`src/rtl/ysyx_22041461_ifu.sv`:
```
// Instruction fetch unit: walks one word per instruction through REQ -> WAIT -> HOLD,
// presents it to decode, and picks the next fetch address when the instruction retires.
module ysyx_22041461_ifu #(
    parameter logic [63:0] RESET_PC = 64'h0000_0000_8000_0000,
    parameter logic [31:0] NOP_INST = 32'h0000_0013
) (
    input  logic        clk,
    input  logic        rst_n,
    output logic        imem_req_valid,
    input  logic        imem_req_ready,
    output logic [63:0] imem_req_addr,
    input  logic        imem_rsp_valid,
    input  logic [31:0] imem_rsp_data,
    output logic        inst_valid,
    input  logic        inst_ready,
    output logic [31:0] inst,
    output logic [63:0] pc,
    output logic [63:0] snpc,
    input  logic        redirect_valid,
    input  logic [63:0] redirect_pc,
    output logic        fetch_err,
    output logic [63:0] inst_cnt
);

    typedef enum logic [1:0] {
        IDLE = 2'd0,
        REQ  = 2'd1,
        WAIT = 2'd2,
        HOLD = 2'd3
    } state_t;

    state_t      state_reg, state_next;
    logic [63:0] fetch_pc_reg, fetch_pc_next;
    logic [31:0] inst_reg, inst_next;
    logic [63:0] pc_reg, pc_next;
    logic [63:0] snpc_reg, snpc_next;
    logic        fetch_err_reg, fetch_err_next;
    logic [63:0] inst_cnt_reg, inst_cnt_next;

    logic        retire;
    logic        misaligned;

    assign retire     = (state_reg == HOLD) && inst_ready;
    assign misaligned = redirect_valid && (redirect_pc[1:0] != 2'b00);

    always_comb begin
        state_next     = state_reg;
        fetch_pc_next  = fetch_pc_reg;
        inst_next      = inst_reg;
        pc_next        = pc_reg;
        snpc_next      = snpc_reg;
        fetch_err_next = fetch_err_reg;
        inst_cnt_next  = inst_cnt_reg;

        case (state_reg)
            IDLE: begin
                state_next = REQ;
            end
            REQ: begin
                if (imem_req_ready) begin
                    state_next = WAIT;
                end
            end
            WAIT: begin
                if (imem_rsp_valid) begin
                    inst_next  = imem_rsp_data;
                    pc_next    = fetch_pc_reg;
                    snpc_next  = fetch_pc_reg + 64'd4;
                    state_next = HOLD;
                end
            end
            HOLD: begin
                if (retire) begin
                    inst_next     = NOP_INST;
                    inst_cnt_next = inst_cnt_reg + 64'd1;
                    state_next    = REQ;
                    // Low two bits are dropped so memory only ever sees word addresses.
                    if (redirect_valid) begin
                        fetch_pc_next = {redirect_pc[63:2], 2'b00};
                    end else begin
                        fetch_pc_next = pc_reg + 64'd4;
                    end
                    if (misaligned) begin
                        fetch_err_next = 1'b1;
                    end
                end
            end
            default: begin
                state_next = IDLE;
            end
        endcase
    end

    always_ff @(posedge clk or negedge rst_n) begin
        if (!rst_n) begin
            state_reg     <= IDLE;
            fetch_pc_reg  <= RESET_PC;
            inst_reg      <= NOP_INST;
            pc_reg        <= RESET_PC;
            snpc_reg      <= RESET_PC + 64'd4;
            fetch_err_reg <= 1'b0;
            inst_cnt_reg  <= 64'd0;
        end else begin
            state_reg     <= state_next;
            fetch_pc_reg  <= fetch_pc_next;
            inst_reg      <= inst_next;
            pc_reg        <= pc_next;
            snpc_reg      <= snpc_next;
            fetch_err_reg <= fetch_err_next;
            inst_cnt_reg  <= inst_cnt_next;
        end
    end

    assign imem_req_valid = (state_reg == REQ);
    assign imem_req_addr  = fetch_pc_reg;
    assign inst_valid     = (state_reg == HOLD);
    assign inst           = inst_reg;
    assign pc             = pc_reg;
    assign snpc           = snpc_reg;
    assign fetch_err      = fetch_err_reg;
    assign inst_cnt       = inst_cnt_reg;

endmodule

```
`config.mk`:
```
export PLATFORM = sky130hd
export DESIGN_NAME = ysyx_22041461_ifu
export DESIGN_NICKNAME = d
export VERILOG_FILES = /design/src/rtl/ysyx_22041461_ifu.sv
export SDC_FILE = /design/constraint.sdc
export NUM_CORES = 1
export LEC_CHECK = 0
export ABC_AREA = 1
export CELL_PAD_IN_SITES_DETAIL_PLACEMENT = 2
export CELL_PAD_IN_SITES_GLOBAL_PLACEMENT = 2
export CORE_MARGIN = 8
export CORE_UTILIZATION = 28
export CTS_CLUSTER_DIAMETER = 80
export DETAILED_ROUTE_END_ITERATION = 8
export PLACE_DENSITY_LB_ADDON = 0.1
export SYNTH_ARGS = -nofsm -noshare
export SYNTH_HDL_FRONTEND = slang
export SYNTH_SLANG_ARGS = --single-unit
```
`constraint.sdc`:
```
create_clock -name clk -period 2.34 [get_ports clk]
set_input_delay 0.234 -clock clk [delete_from_list [all_inputs] [get_ports clk]]
set_output_delay 0.234 -clock clk [all_outputs]
set_load 0.05 [all_outputs]
```
Word level (Yosys, flattened, before mapping)
Cells that the tools add are included.
{"block": "op_classes", "add_sub_neg": 3, "n_eq_ne": 6, "muxes": 8, "reduce_logical": 10}
{"cell": "adder 64 x 3 -> 64 bit (second input constant)", "n": 2}
{"cell": "adder 64 x 1 -> 64 bit (second input constant)", "n": 1}
{"cell": "2-to-1 mux 32 bit", "n": 2}
{"cell": "2-to-1 mux 64 bit", "n": 1}
{"cell": "case mux 32 bit (2 select lines)", "n": 1}
{"cell": "AND reduction 3 bit", "n": 3}
{"cell": "case mux 2 bit (4 select lines)", "n": 1}
{"cell": "2-to-1 mux 2 bit", "n": 3}
{"cell": "== test 2 bit (second input constant)", "n": 2}
{"cell": "!= test 2 x 1 -> 1 bit (second input constant)", "n": 2}
{"cell": "AND reduction 2 bit", "n": 2}
{"cell": "nonzero test 2 bit", "n": 2}
{"cell": "== test 2 x 1 -> 1 bit (second input constant)", "n": 1}
{"cell": "logical AND 1 bit", "n": 2}
{"cell": "logical NOT 2 bit", "n": 1}
{"cell": "!= test 2 bit (second input constant)", "n": 1}
{"block": "word_totals", "regBits": 291, "out_inout_bits": 291, "elab_cells": 34}

Longest topological paths before layout
Gate-level depths: netlist of run 1.
{"block": "depth", "word_depth": 4, "ltp_mapped": 13, "mapped_depth_nobuf": 13}

Least setup slack after synthesis of run 1
Ideal clock, no wire load.
{"block": "synth_timing", "path_kind": "register to register", "start": "register state_reg[0]", "end": "register inst_cnt_reg[54], in the netlist inst_cnt[54]", "setup_ns": 0.120, "arrival_time_ns": 2.034, "required_time_ns": 2.220, "slack_ns": 0.186, "path_stages_with_launch": 13, "period_less_slack_ns": 2.154, "cell_sequence": "dfrtp_1 ha_1 nand2_2 nor2_4 nand2_2 nor2_2 nand2_2 nor2_4 nand2_2 nor2_2 nand2_1 nand2_1 nand2_1"}
{"block": "synth_between", "elab_chain_len": 3}
{"item": "from (decl)", "line_no": "32", "source": "state_t state_reg, state_next;"}
{"item": "from (signal assigned)", "line_no": "104", "source": "state_reg <= state_next;"}
{"item": "== test 2 bit *"}
{"item": "via inst_valid", "line_no": "14", "source": "output logic inst_valid,"}
{"item": "logical AND 1 bit", "line_no": "43", "source": "assign retire = (state_reg == HOLD) && inst_ready;"}
{"item": "AND reduction 2 bit (no source line) *"}
{"item": "to (signal assigned)", "line_no": "110", "source": "inst_cnt_reg <= inst_cnt_next;"}
{"item": "to (decl)", "line_no": "38", "source": "logic [63:0] inst_cnt_reg, inst_cnt_next;"}
The timed path passes the listed nets; every way through them passes the cells marked *.
A chain may end at the register's enable or synchronous reset.

Final worst setup path of run 1
{"block": "layout_timing", "start": "register fetch_pc_reg[53], in the netlist imem_req_addr[53]", "end": "output port imem_req_addr[53]"}
{"item": "from (decl)", "line_no": "33", "source": "logic [63:0] fetch_pc_reg, fetch_pc_next;"}
{"item": "from (signal assigned)", "line_no": "105", "source": "fetch_pc_reg <= fetch_pc_next;"}
{"item": "to (decl)", "line_no": "11", "source": "output logic [63:0] imem_req_addr,"}
No word-level cell between the ends.

==> results of run 1 <==
power breakdown:
group | internal (W) | switching, W | total (W) | leakage [nW]
clock | 0.00422 | 0.00259 | 0.00681 | 0.700
combinational | 0.00540 | 0.0126 | 0.0180 | 6.24
sequential | 0.00690 | 0.00315 | 0.0101 | 3.64
total | 0.0165 | 0.0184 | 0.0349 | 10.6
cell families (layout without fill, tap and decap cells):
| kind of cell | Yosys count | in the layout |
|---|---|---|
| compound gates | 255 | 255 |
| xor+xnor | 69 | 69 |
| fa+ha+maj | 7 | 7 |
| buf+inv | 327 | 804 |
| flops | 289 | 289 |
| other cells | 0 | 1 |
| simple gates | 1432 | 1432 |
worst paths after layout:
check	start	endpoint	slack (ns)	depth (start not counted)
setup / recovery	imem_req_addr[53]	imem_req_addr[53]	0.01	1
hold reg to reg	fetch_err	fetch_err	0.48	1
min in group clk	imem_rsp_data[29]	inst[29]	0.25	3
setup reg to reg	pc[2]	imem_req_addr[44]	0.20	12
max in group asynchronous	rst_n	imem_req_addr[44]	1.38	3
hold / removal	rst_n	inst_cnt[24]	0.19	2
cell usage in the layout, fill, tap and decap left out, types with 4 or more instances in the layout:
master	n
nand3_2	4
o21ai_1	6
o21a_1	5
nand4_1	37
inv_2	6
nor2_2	18
nand3b_1	6
o21bai_1	8
nor2_4	17
o211ai_1	18
inv_1	258
dfstp_2	7
nand2_1	770
clkbuf_1	5
xor2_1	44
dlygate4sd2_1	11
dlymetal6s2s_1	5
or2_2	4
a21oi_1	26
clkinv_2	7
nand2_2	14
nor4_1	4
a22oi_1	29
nand3_1	186
and2_1	5
bufinv_16	8
clkbuf_16	40
nor3_1	25
ha_1	7
o21ai_0	154
nand3_4	4
dfrtp_1	282
xnor2_1	25
nor2_1	326
clkdlybuf4s50_1	375
clkbuf_8	6
buf_12	14
buf_4	61
Yosys cell counts, drive strengths merged, types with 23 or more instances:
cell type,count
nand2,787
nor2,363
dfrtp,282
inv,264
nand3,194
o21ai,160
xor2,44
clkbuf,39
nand4,38
a22oi,29
a21oi,27
nor3,26
xnor2,25
buf,23
what timing repair did:
item	4_1_cts	5_1_grt
hold buffers	1	0
resized for setup	11	8
endpoints found under the hold margin	64	0
setup endpoints to repair	11	11
pin swaps	0	1
setup buffers	0	1
cell type report:
class                   count  area share, %
well taps                 773           4.09
multi-input cells        1763           35.2
clock inverters            21           1.41
inverters                 264           4.19
repair buffers            468           19.8
diodes                      1         0.0106
flip-flops and latches    289           30.6
clock buffers              51           4.66
routing by layer:
metal,up-vias,wire length [um],track usage [%]
li1,8443,-,-
met1,9577,42600,36.8
met2,506,42700,43.9
met3,109,4770,3.88
met4,0,2300,7.12
met5,-,0,0
stage by stage:
stage	std cells	setup WS (ns)
floorplan	2379	0.186
finish	3630	0.0134
global placement	3555	0.197
detailed placement	3555	0.102
CTS	3628	0.00319
global route	3629	0.00187
==> metrics.txt, run 1 <==
# TYPE chip_impl_metric gauge
chip_impl_info{name="run_status",value="complete, no violations"} 1
chip_impl_metric{name="die_h",unit="um"} 261
chip_impl_metric{name="synth-seq-cells",unit=""} 289
chip_impl_metric{name="critical_path_peak_fanout",unit=""} 7
chip_impl_metric{name="cts_buffer_count",unit=""} 39
chip_impl_metric{name="worst-path-buf-inv",unit=""} 1
chip_impl_metric{name="timing.final.max_slew_violations",unit=""} 0
chip_impl_metric{name="max_slew.worst_pin.slew",unit="ns"} 0.694
chip_impl_metric{name="length_of_the_first_detailed_routing_pass_in_iterations",unit=""} 5
chip_impl_metric{name="grt_overflow_total",unit=""} 0
chip_impl_metric{name="layout-area-overhead-vs-synth",unit="%"} 40.7
chip_impl_metric{name="yosys.area.top_type_share",unit="%"} 42.0
chip_impl_metric{name="core_area",unit="mm^2"} 0.0591
chip_impl_metric{name="synth_async_sr_flop_share",unit="%"} 100
chip_impl_metric{name="clk_pin_slew",unit="ns"} 0.06
chip_impl_metric{name="synth.lib_cells_used.distinct",unit=""} 47
chip_impl_info{name="worst_path_dominant_cell_family",value="buffers and inverters"} 1
chip_impl_metric{name="max_clock_freq",unit="GHz"} 0.430
chip_impl_metric{name="routed_via_density",unit=""} 5.13
chip_impl_metric{name="time_the_final_worst_path_needs_with_i_o_delays_and_setup",unit="ns"} 2.33
chip_impl_metric{name="wl",unit="um"} 92300
chip_impl_metric{name="post_synthesis_adder_cell_area_fraction",unit="%"} 0.522
chip_impl_metric{name="p_leak",unit="nW"} 10.6
chip_impl_metric{name="post_synth_xor_area_fraction",unit="%"} 3.60
chip_impl_metric{name="groute.usage.overall",unit="%"} 26.8
chip_impl_metric{name="ctsHtreeMaxLevel",unit=""} 2
chip_impl_info{name="yosys-top-cells-area",value="dfrtp_1 42%, nand2_1 17%, nor2_1 7.4%"} 1
chip_impl_metric{name="gp_routability_congestion",unit=""} 0.953
chip_impl_info{name="grt_setup_unrepaired",value="false"} 1
chip_impl_metric{name="max_cap_viol_count",unit=""} 0
chip_impl_metric{name="portBuffers",unit=""} 392
chip_impl_info{name="worst_setup_path_end_kind",value="output port"} 1
chip_impl_metric{name="finClkSkew",unit="ns"} 0.0160
chip_impl_metric{name="synth-compound-area-share",unit="%"} 8.64
chip_impl_metric{name="mappedNetlistArea",unit="mm^2"} 0.0168
chip_impl_metric{name="dr.first_iter.drc_count",unit=""} 1189
chip_impl_metric{name="hold_fails_final_rpt",unit=""} 0
chip_impl_metric{name="final_min_period_over_clock_period",unit="%"} 99.4
chip_impl_metric{name="max_slew_margin",unit="%"} 53.6
chip_impl_metric{name="data_required_time_of_the_worst_path",unit="ns"} 2.11
chip_impl_metric{name="cells_after_synth",unit=""} 2379
chip_impl_metric{name="cellPowerDensity",unit="mW/mm^2"} 1480
chip_impl_metric{name="detailed_place.area",unit="mm^2"} 0.0222
chip_impl_metric{name="routed_length_per_placed_instance",unit="um"} 25.4
chip_impl_metric{name="ratio_of_cells_with_drive_above_1_in_the_final_layout",unit="%"} 7.95
chip_impl_metric{name="cts_max_path_buffers",unit=""} 3
chip_impl_metric{name="num_vias",unit=""} 18635
chip_impl_metric{name="tns",unit="ns"} 0
chip_impl_metric{name="pin_count",unit=""} 393
chip_impl_info{name="startpoint_type",value="register"} 1
chip_impl_info{name="ctsRootBufferMaster",value="clkbuf_16"} 1
chip_impl_metric{name="totalPowerFinal",unit="W"} 0.0349
chip_impl_metric{name="place.detailed.hpwl",unit="um"} 74400
chip_impl_info{name="slowest_stage",value="clkdlybuf4s50_1"} 1
chip_impl_metric{name="post_synth.cell_area_avg",unit="um^2"} 7.06
chip_impl_metric{name="synth-seq-area-share",unit="%"} 43.1
chip_impl_metric{name="worstPathArrival",unit="ns"} 2.09
chip_impl_metric{name="finish.net_count",unit=""} 2934
chip_impl_info{name="cells_along_the_critical_path",value="clkdlybuf4s50_1"} 1
chip_impl_info{name="synthDominantAreaCellType",value="dfrtp_1"} 1
chip_impl_metric{name="vdd_ir_drop_max",unit="mV"} 0.692
chip_impl_metric{name="fin_area",unit="mm^2"} 0.0236
chip_impl_metric{name="floorplan.initialDensity",unit="%"} 28.4
chip_impl_info{name="synth_top_family_by_area",value="simple AND/OR/NAND/NOR gates"} 1
chip_impl_metric{name="die_w",unit="um"} 261
chip_impl_info{name="synth_ff_type",value="dfrtp_1"} 1
chip_impl_metric{name="initial_antenna_violation_count",unit=""} 1
chip_impl_info{name="worstHoldPathType",value="in2async"} 1
chip_impl_info{name="path_class",value="reg2out"} 1
chip_impl_metric{name="drt.antenna.violating_nets",unit=""} 0
chip_impl_metric{name="yosys.area_share.simple",unit="%"} 36.6
chip_impl_metric{name="multi_input_comb_area",unit="mm^2"} 0.00832
chip_impl_metric{name="first_global_vias",unit=""} 20436
chip_impl_metric{name="whs",unit="ns"} 0.186
chip_impl_metric{name="cp_slowest_stage_delay",unit="ns"} 0.90
chip_impl_metric{name="tritoncts_num_sinks",unit=""} 289
chip_impl_metric{name="num-fill-cells",unit=""} 6917
chip_impl_metric{name="placement_rows",unit=""} 89
chip_impl_metric{name="synth-edff-count",unit=""} 0
chip_impl_metric{name="postSynthNetCount",unit=""} 2488
chip_impl_metric{name="maximum_number_of_pins_on_one_net_before_global_route_repair",unit=""} 65
chip_impl_metric{name="die_area",unit="mm^2"} 0.0681
chip_impl_metric{name="muxShareOfSynthArea",unit="%"} 0
chip_impl_metric{name="route.detailed.drc",unit=""} 0
chip_impl_metric{name="grt_pass1_wl",unit="um"} 137000
chip_impl_info{name="tritoncts",value="done"} 1
chip_impl_metric{name="worstSkewPairLatency",unit="ns"} 0.57
chip_impl_metric{name="seq_area",unit="mm^2"} 0.00724
chip_impl_metric{name="yosysWarningCount",unit=""} 0
chip_impl_metric{name="finalSetupViolations",unit=""} 0
chip_impl_metric{name="final_core_util",unit="%"} 40.0
No activity file was read; power rests on OpenSTA's default activity.
==> inputs of run 2 (changes only) <==
--- a/config.mk
+++ b/config.mk
@@ -9,9 +9,10 @@
 export CELL_PAD_IN_SITES_DETAIL_PLACEMENT = 2
 export CELL_PAD_IN_SITES_GLOBAL_PLACEMENT = 2
 export CORE_MARGIN = 8
-export CORE_UTILIZATION = 28
-export CTS_CLUSTER_DIAMETER = 80
+export CORE_UTILIZATION = 35
+export CTS_CLUSTER_DIAMETER = 30
 export DETAILED_ROUTE_END_ITERATION = 8
+export DONT_BUFFER_PORTS = 1
 export PLACE_DENSITY_LB_ADDON = 0.1
 export SYNTH_ARGS = -nofsm -noshare
 export SYNTH_HDL_FRONTEND = slang
==> run 2 against run 1 <==
  * The flow now finishes with violations (negative hold slack, negative setup slack)
  * Sequential power grew 25%
  * Via count up 9.6%
  * Die area shrank 19%
  * Maximum frequency shrank 3.4%
  * Cell count is 5.0% lower
  * Critical path depth increased by 8
  * Clock skew is 0.026 ns higher
  * Design area decreased by 0.42%
  * Sequential share of layout area grew 0.16 points
  * Power grew 17%
  * First-iteration DRC count increased by 55%
  * Highest routed layer is now met5
==> metrics.txt, run 2 (synthesized netlist as in run 1, its figures left out) <==
# TYPE chip_impl_metric gauge
chip_impl_info{name="run_status",value="complete, but fails checks"} 1
chip_impl_info{name="violations_in_the_final_reports",value="negative hold slack, negative setup slack"} 1
chip_impl_metric{name="max_slew_margin",unit="%"} 40.9
chip_impl_info{name="ctsRootBufferMaster",value="clkbuf_16"} 1
chip_impl_info{name="layout.cells.most_common",value="nand2_1"} 1
chip_impl_metric{name="cts_buffer_count",unit=""} 93
chip_impl_metric{name="r2r_cells",unit=""} 9
chip_impl_metric{name="initial_antenna_violation_count",unit=""} 10
chip_impl_metric{name="route.detailed.drc",unit=""} 0
chip_impl_info{name="path_class",value="reg2reg"} 1
chip_impl_info{name="source_of_the_worst_register_to_register_timing_path",value="pc[2]"} 1
chip_impl_metric{name="wl",unit="um"} 113000
chip_impl_metric{name="worstSkewPairLatency",unit="ns"} 0.65
chip_impl_metric{name="floorplan.initialDensity",unit="%"} 35.3
chip_impl_metric{name="place.detailed.instances",unit=""} 3174
chip_impl_metric{name="tritoncts_num_sinks",unit=""} 289
chip_impl_metric{name="final_min_period_over_clock_period",unit="%"} 103
chip_impl_metric{name="die_w",unit="um"} 235
chip_impl_metric{name="timing.final.max_slew_violations",unit=""} 0
chip_impl_info{name="cells_along_the_critical_path",value="ha_1, nand2_1, nor2_2, nand2_2, nor2_2, nand2_2, o21ai_0, nand3_1, nand2_1"} 1
chip_impl_metric{name="final_critical_path_setup_slack",unit="ns"} -0.0687
chip_impl_metric{name="vdd_ir_drop_max",unit="mV"} 0.776
chip_impl_info{name="tritoncts",value="done"} 1
chip_impl_metric{name="die_area",unit="mm^2"} 0.0552
chip_impl_metric{name="finClkSkew",unit="ns"} 0.0424
chip_impl_info{name="layout.cells.most_common_list",value="767 x nand2_1, 319 x nor2_1, 279 x dfrtp_1, 258 x inv_1, 240 x buf_4"} 1
chip_impl_metric{name="cp_slowest_stage_delay",unit="ns"} 0.45
chip_impl_info{name="worst_setup_path_end_kind",value="register"} 1
chip_impl_metric{name="whs",unit="ns"} -0.682
chip_impl_metric{name="core_area",unit="mm^2"} 0.0475
chip_impl_metric{name="p_leak",unit="nW"} 11.1
chip_impl_metric{name="grt_pass1_wl",unit="um"} 161000
chip_impl_metric{name="length_of_the_first_detailed_routing_pass_in_iterations",unit=""} 5
chip_impl_metric{name="finish.net_count",unit=""} 2861
chip_impl_metric{name="num_vias",unit=""} 20426
chip_impl_metric{name="routed_via_density",unit=""} 5.92
chip_impl_metric{name="critical_path_cell_count",unit=""} 9
chip_impl_info{name="worstSetupEndpoint",value="imem_req_addr[52]"} 1
chip_impl_metric{name="max_cap_viol_count",unit=""} 0
chip_impl_metric{name="grt_overflow_total",unit=""} 0
chip_impl_info{name="startpoint_type",value="register"} 1
chip_impl_metric{name="data_required_time_of_the_worst_path",unit="ns"} 2.89
chip_impl_metric{name="hold_fails_final_rpt",unit=""} 289
chip_impl_metric{name="maximum_number_of_pins_on_one_net_before_global_route_repair",unit=""} 290
chip_impl_metric{name="dr.first_iter.drc_count",unit=""} 1839
chip_impl_metric{name="pin_count",unit=""} 393
chip_impl_info{name="grt_setup_unrepaired",value="true"} 1
chip_impl_info{name="slowest_stage",value="dfrtp_1"} 1
chip_impl_metric{name="max_clock_freq",unit="GHz"} 0.415
chip_impl_metric{name="routed_length_per_placed_instance",unit="um"} 32.7
chip_impl_metric{name="place.detailed.hpwl",unit="um"} 71200
chip_impl_metric{name="time_the_final_worst_path_needs_with_i_o_delays_and_setup",unit="ns"} 2.41
chip_impl_metric{name="cellPowerDensity",unit="mW/mm^2"} 1740
chip_impl_metric{name="reg2reg_setup_slack",unit="ns"} -0.07
chip_impl_metric{name="critical_path_peak_fanout",unit=""} 6
chip_impl_metric{name="die_h",unit="um"} 235
chip_impl_metric{name="max_slew.worst_pin.slew",unit="ns"} 0.880
chip_impl_metric{name="worstPathArrival",unit="ns"} 2.96
chip_impl_metric{name="finalSetupViolations",unit=""} 9
chip_impl_metric{name="detailed_place.area",unit="mm^2"} 0.0192
chip_impl_info{name="critPathLaunch",value="pc[2]"} 1
chip_impl_metric{name="finish.cell_count_without_fillers",unit=""} 3450
chip_impl_metric{name="clk_pin_slew",unit="ns"} 0.05
chip_impl_metric{name="portBuffers",unit=""} 0
chip_impl_metric{name="cts_max_path_buffers",unit=""} 3
chip_impl_info{name="crit-reg2reg-capture",value="imem_req_addr[52]"} 1
chip_impl_info{name="worst_path_dominant_cell_family",value="simple AND/OR/NAND/NOR gates"} 1
chip_impl_metric{name="worst-path-buf-inv",unit=""} 0
chip_impl_metric{name="gp_routability_congestion",unit=""} 0.955
chip_impl_metric{name="post-place-ws",unit="ns"} -0.0677
chip_impl_metric{name="drt.antenna.violating_nets",unit=""} 0
chip_impl_metric{name="ctsHtreeMaxLevel",unit=""} 3
chip_impl_metric{name="fin_area",unit="mm^2"} 0.0235
chip_impl_metric{name="layout-area-overhead-vs-synth",unit="%"} 40.2
chip_impl_metric{name="groute.usage.overall",unit="%"} 38.8
chip_impl_info{name="worstHoldPathType",value="in2async"} 1
chip_impl_metric{name="placement_rows",unit=""} 80
chip_impl_metric{name="ratio_of_cells_with_drive_above_1_in_the_final_layout",unit="%"} 17.9
chip_impl_metric{name="first_global_vias",unit=""} 22671
run 2: where the power goes:
part,leakage (nW),internal (W),switching (W)
Clock,1.56,0.00918,0.00422
Sequential,3.63,0.00689,0.00571
Combinational,5.92,0.00362,0.0113
Total,11.1,0.0197,0.0212
run 2: how the worst min path moves through the flow:
stage	from	to	slack (ns)	cells after the start
floorplan	rst_n	fetch_err	-0.06	0
global route	rst_n	inst[12]	-0.71	0
CTS	rst_n	pc[3]	-0.70	0
detailed placement	rst_n	inst[17]	-0.05	0
global placement	rst_n	inst[17]	-0.05	0
finish	rst_n	inst[10]	-0.68	0
run 2: what timing repair did:
item	CTS	global route
pin swaps	0	2
hold buffers	92	1
setup endpoints to repair	6	40
buffers inserted	0	5
resized for setup	5	23
endpoints found under the hold margin	391	290
run 2: layer usage:
metal | part of all wire, % | wire length [um] | track usage (%)
met5 | 0.041 | 46 | 0
met1 | 38 | 42600 | 45.1
met3 | 9.9 | 11200 | 12.4
met4 | 5.2 | 5810 | 18.6
met2 | 47 | 53000 | 64.2
run 2: final cells by class:
type / instances / area [um^2]
Fill cell: 5337 / 24000
Multi-Input combinational cell: 1763 / 8380
Sequential cell: 289 / 7250
Timing Repair Buffer: 341 / 2880
Clock buffer: 130 / 2700
Inverter: 264 / 991
Tap cell: 615 / 769
Clock inverter: 42 / 544
Antenna cell: 6 / 15.0
run 2: metrics by stage:
| stage | total power, W | setup TNS, ns | utilization [%] |
|---|---|---|---|
| final | 0.0409 | -0.349 | 49.5 |
| after global routing | 0.0417 | -0.956 | 49.5 |
| after CTS | 0.0396 | 0 | 49.2 |
| after detailed placement | 0.0256 | -0.0677 | 40.4 |
| after global placement | 0.0251 | 0 | 40.4 |
| after floorplan | 0.0194 | 0 | - |
==> inputs of run 3 (changes only) <==
--- a/config.mk
+++ b/config.mk
@@ -8,11 +8,11 @@
 export ABC_AREA = 1
 export CELL_PAD_IN_SITES_DETAIL_PLACEMENT = 2
 export CELL_PAD_IN_SITES_GLOBAL_PLACEMENT = 2
+export CORE_ASPECT_RATIO = 1.4
 export CORE_MARGIN = 8
-export CORE_UTILIZATION = 35
+export CORE_UTILIZATION = 28
 export CTS_CLUSTER_DIAMETER = 30
 export DETAILED_ROUTE_END_ITERATION = 8
-export DONT_BUFFER_PORTS = 1
 export PLACE_DENSITY_LB_ADDON = 0.1
 export SYNTH_ARGS = -nofsm -noshare
 export SYNTH_HDL_FRONTEND = slang
==> run 3 against run 2 <==
  * The flow now finishes without violations
  * Critical endpoint is now imem_req_addr[14]
  * Sequential share of layout area down 2.0 points
  * Clock skew is 0.015 ns lower
  * Sequential cell count did not move
  * First-iteration DRC count fell by 48%
  * Critical path depth fell by 8
  * Utilization down 7.3 points
  * Count of clock-buffer cells in the layout shrank 31
  * Routed wire length shrank 16%
==> metrics.txt, run 3 (synthesized netlist as in run 1, its figures left out) <==
# TYPE chip_impl_metric gauge
chip_impl_metric{name="cts_max_path_buffers",unit=""} 3
chip_impl_info{name="path_class",value="reg2out"} 1
chip_impl_metric{name="clk_pin_slew",unit="ns"} 0.05
chip_impl_metric{name="worst-path-buf-inv",unit=""} 1
chip_impl_metric{name="first_global_vias",unit=""} 21498
chip_impl_metric{name="critical_path_peak_fanout",unit=""} 5
chip_impl_info{name="tritoncts",value="done"} 1
chip_impl_metric{name="tritoncts_num_sinks",unit=""} 289
chip_impl_info{name="run_status",value="complete, no violations"} 1
chip_impl_metric{name="finalSetupViolations",unit=""} 0
chip_impl_metric{name="gp_routability_congestion",unit=""} 0.918
chip_impl_metric{name="cts_buffer_count",unit=""} 83
chip_impl_metric{name="length_of_the_first_detailed_routing_pass_in_iterations",unit=""} 5
chip_impl_metric{name="post-place-ws",unit="ns"} -0.0247
chip_impl_info{name="layout.cells.most_common",value="nand2_1"} 1
chip_impl_metric{name="core_area",unit="mm^2"} 0.0595
chip_impl_metric{name="maximum_number_of_pins_on_one_net_before_global_route_repair",unit=""} 63
chip_impl_metric{name="routed_length_per_placed_instance",unit="um"} 25.5
chip_impl_metric{name="max_slew.worst_pin.slew",unit="ns"} 0.861
chip_impl_metric{name="portBuffers",unit=""} 392
chip_impl_metric{name="whs",unit="ns"} 0.191
chip_impl_metric{name="routed_via_density",unit=""} 5.11
chip_impl_metric{name="cellPowerDensity",unit="mW/mm^2"} 1570
chip_impl_metric{name="ctsHtreeMaxLevel",unit=""} 3
chip_impl_metric{name="worstPathArrival",unit="ns"} 2.08
chip_impl_metric{name="grt_overflow_total",unit=""} 0
chip_impl_metric{name="die_area",unit="mm^2"} 0.0682
chip_impl_metric{name="pin_count",unit=""} 393
chip_impl_metric{name="die_h",unit="um"} 306
chip_impl_metric{name="die_w",unit="um"} 223
chip_impl_metric{name="p_leak",unit="nW"} 11.3
chip_impl_metric{name="final_min_period_over_clock_period",unit="%"} 98.9
chip_impl_metric{name="place.detailed.hpwl",unit="um"} 74100
chip_impl_metric{name="vdd_ir_drop_max",unit="mV"} 0.752
chip_impl_metric{name="layout-area-overhead-vs-synth",unit="%"} 49.5
chip_impl_metric{name="drt.antenna.violating_nets",unit=""} 0
chip_impl_metric{name="initial_antenna_violation_count",unit=""} 2
chip_impl_metric{name="timing.final.max_slew_violations",unit=""} 0
chip_impl_metric{name="finish.net_count",unit=""} 2997
chip_impl_metric{name="hold_fails_final_rpt",unit=""} 0
chip_impl_metric{name="dr.first_iter.drc_count",unit=""} 955
chip_impl_metric{name="data_required_time_of_the_worst_path",unit="ns"} 2.11
chip_impl_metric{name="placement_rows",unit=""} 106
chip_impl_metric{name="groute.usage.overall",unit="%"} 27.4
chip_impl_metric{name="max_cap_viol_count",unit=""} 0
chip_impl_info{name="cells_along_the_critical_path",value="clkdlybuf4s50_1"} 1
chip_impl_metric{name="place.detailed.instances",unit=""} 3555
chip_impl_metric{name="wl",unit="um"} 94500
chip_impl_metric{name="ratio_of_cells_with_drive_above_1_in_the_final_layout",unit="%"} 11.2
chip_impl_info{name="worstHoldPathType",value="in2async"} 1
chip_impl_metric{name="cp_slowest_stage_delay",unit="ns"} 0.91
chip_impl_metric{name="num_vias",unit=""} 18930
chip_impl_info{name="grt_setup_unrepaired",value="true"} 1
chip_impl_info{name="startpoint_type",value="register"} 1
chip_impl_metric{name="final_critical_path_setup_slack",unit="ns"} 0.0248
chip_impl_info{name="slowest_stage",value="clkdlybuf4s50_1"} 1
chip_impl_info{name="layout.cells.most_common_list",value="767 x nand2_1, 367 x clkdlybuf4s50_1, 325 x nor2_1, 282 x dfrtp_1, 258 x inv_1"} 1
chip_impl_metric{name="grt_pass1_wl",unit="um"} 141000
chip_impl_info{name="worst_path_dominant_cell_family",value="buffers and inverters"} 1
chip_impl_info{name="worst_setup_path_end_kind",value="output port"} 1
chip_impl_metric{name="finClkSkew",unit="ns"} 0.0274
chip_impl_metric{name="max_slew_margin",unit="%"} 42.6
chip_impl_metric{name="max_clock_freq",unit="GHz"} 0.432
chip_impl_metric{name="finish.cell_count_without_fillers",unit=""} 3707
chip_impl_info{name="ctsRootBufferMaster",value="clkbuf_16"} 1
chip_impl_metric{name="route.detailed.drc",unit=""} 0
chip_impl_metric{name="time_the_final_worst_path_needs_with_i_o_delays_and_setup",unit="ns"} 2.32
chip_impl_metric{name="worstSkewPairLatency",unit="ns"} 0.62
chip_impl_metric{name="floorplan.initialDensity",unit="%"} 28.2
-- run 3: changes by cell type in the layout (fill, tap and decap cells not counted), moves of 9 or more --
cell	change
dlygate4sd2_1	+18
clkdlybuf4s50_1	+367
clkbuf_16	-10
buf_4	-156
clkinv_2	+9
dlygate4sd3_1	-92
clkbuf_1	-13
-- run 3: cell type report --
type	count	area, um^2
inverter	264	991
clock inverter	48	527
fill	6808	34400
tap	756	946
sequential	289	7240
timing repair buffer	486	4770
clock buffer	99	2290
antenna	1	2.50
multi-input combinational	1764	8340
-- run 3: what timing repair did --
action                     CTS  global route
hold endpoints to repair    52             0
setup endpoints to repair   29            11
pin swaps                    0             1
resized for setup           18             9
cloned                       1             0
setup buffers                0             2
hold buffers                 1             0
-- run 3: worst paths after layout --
kind,start,to,slack (ns),cells past startpoint
min reg2reg,snpc[14],snpc[14],0.47,2
max reg2reg,pc[2],imem_req_addr[54],0.11,10
max,imem_req_addr[14],imem_req_addr[14],0.02,1
min in group clk,imem_rsp_data[22],inst[22],0.22,3
min,rst_n,inst[12],0.19,2
max in group asynchronous,rst_n,snpc[2],1.29,3
-- run 3: worst register-to-register path: cells and delay by family, from the launching register on --
| kind | cells | cell delay, ns |
|---|---|---|
| DFF | 1 | 0.49 |
| AOI/OAI and AO/OA | 1 | 0.23 |
| adders and majority gates | 1 | 0.27 |
| and+or+nand+nor | 8 | 1.11 |
-- run 3: stage by stage --
| step | util (%) | total power (W) | cell area, um^2 | TNS, ns |
|---|---|---|---|---|
| finish | 42.2 | 0.0393 | 25100 | 0 |
| global route | 42.2 | 0.0410 | 25100 | -0.0152 |
| CTS | 42.1 | 0.0397 | 25100 | 0 |
| detailed placement | 37.4 | 0.0280 | 22300 | -0.0495 |
| global placement | 37.4 | 0.0276 | 22300 | 0 |
| floorplan | - | 0.0194 | 16800 | 0 |
-- run 3: where the power goes --
part | internal (W) | switching [W]
Clock | 0.00788 | 0.00360
Sequential | 0.00693 | 0.00294
Combinational | 0.00542 | 0.0126
-- run 3: routing by layer --
metal	vias to the layer above	track usage, %	routed length [um]
li1	8591	-	-
met1	9576	31.6	38300
met2	580	49.1	47800
met3	183	5.11	4500
met4	0	11.3	3830
met5	-	0	0
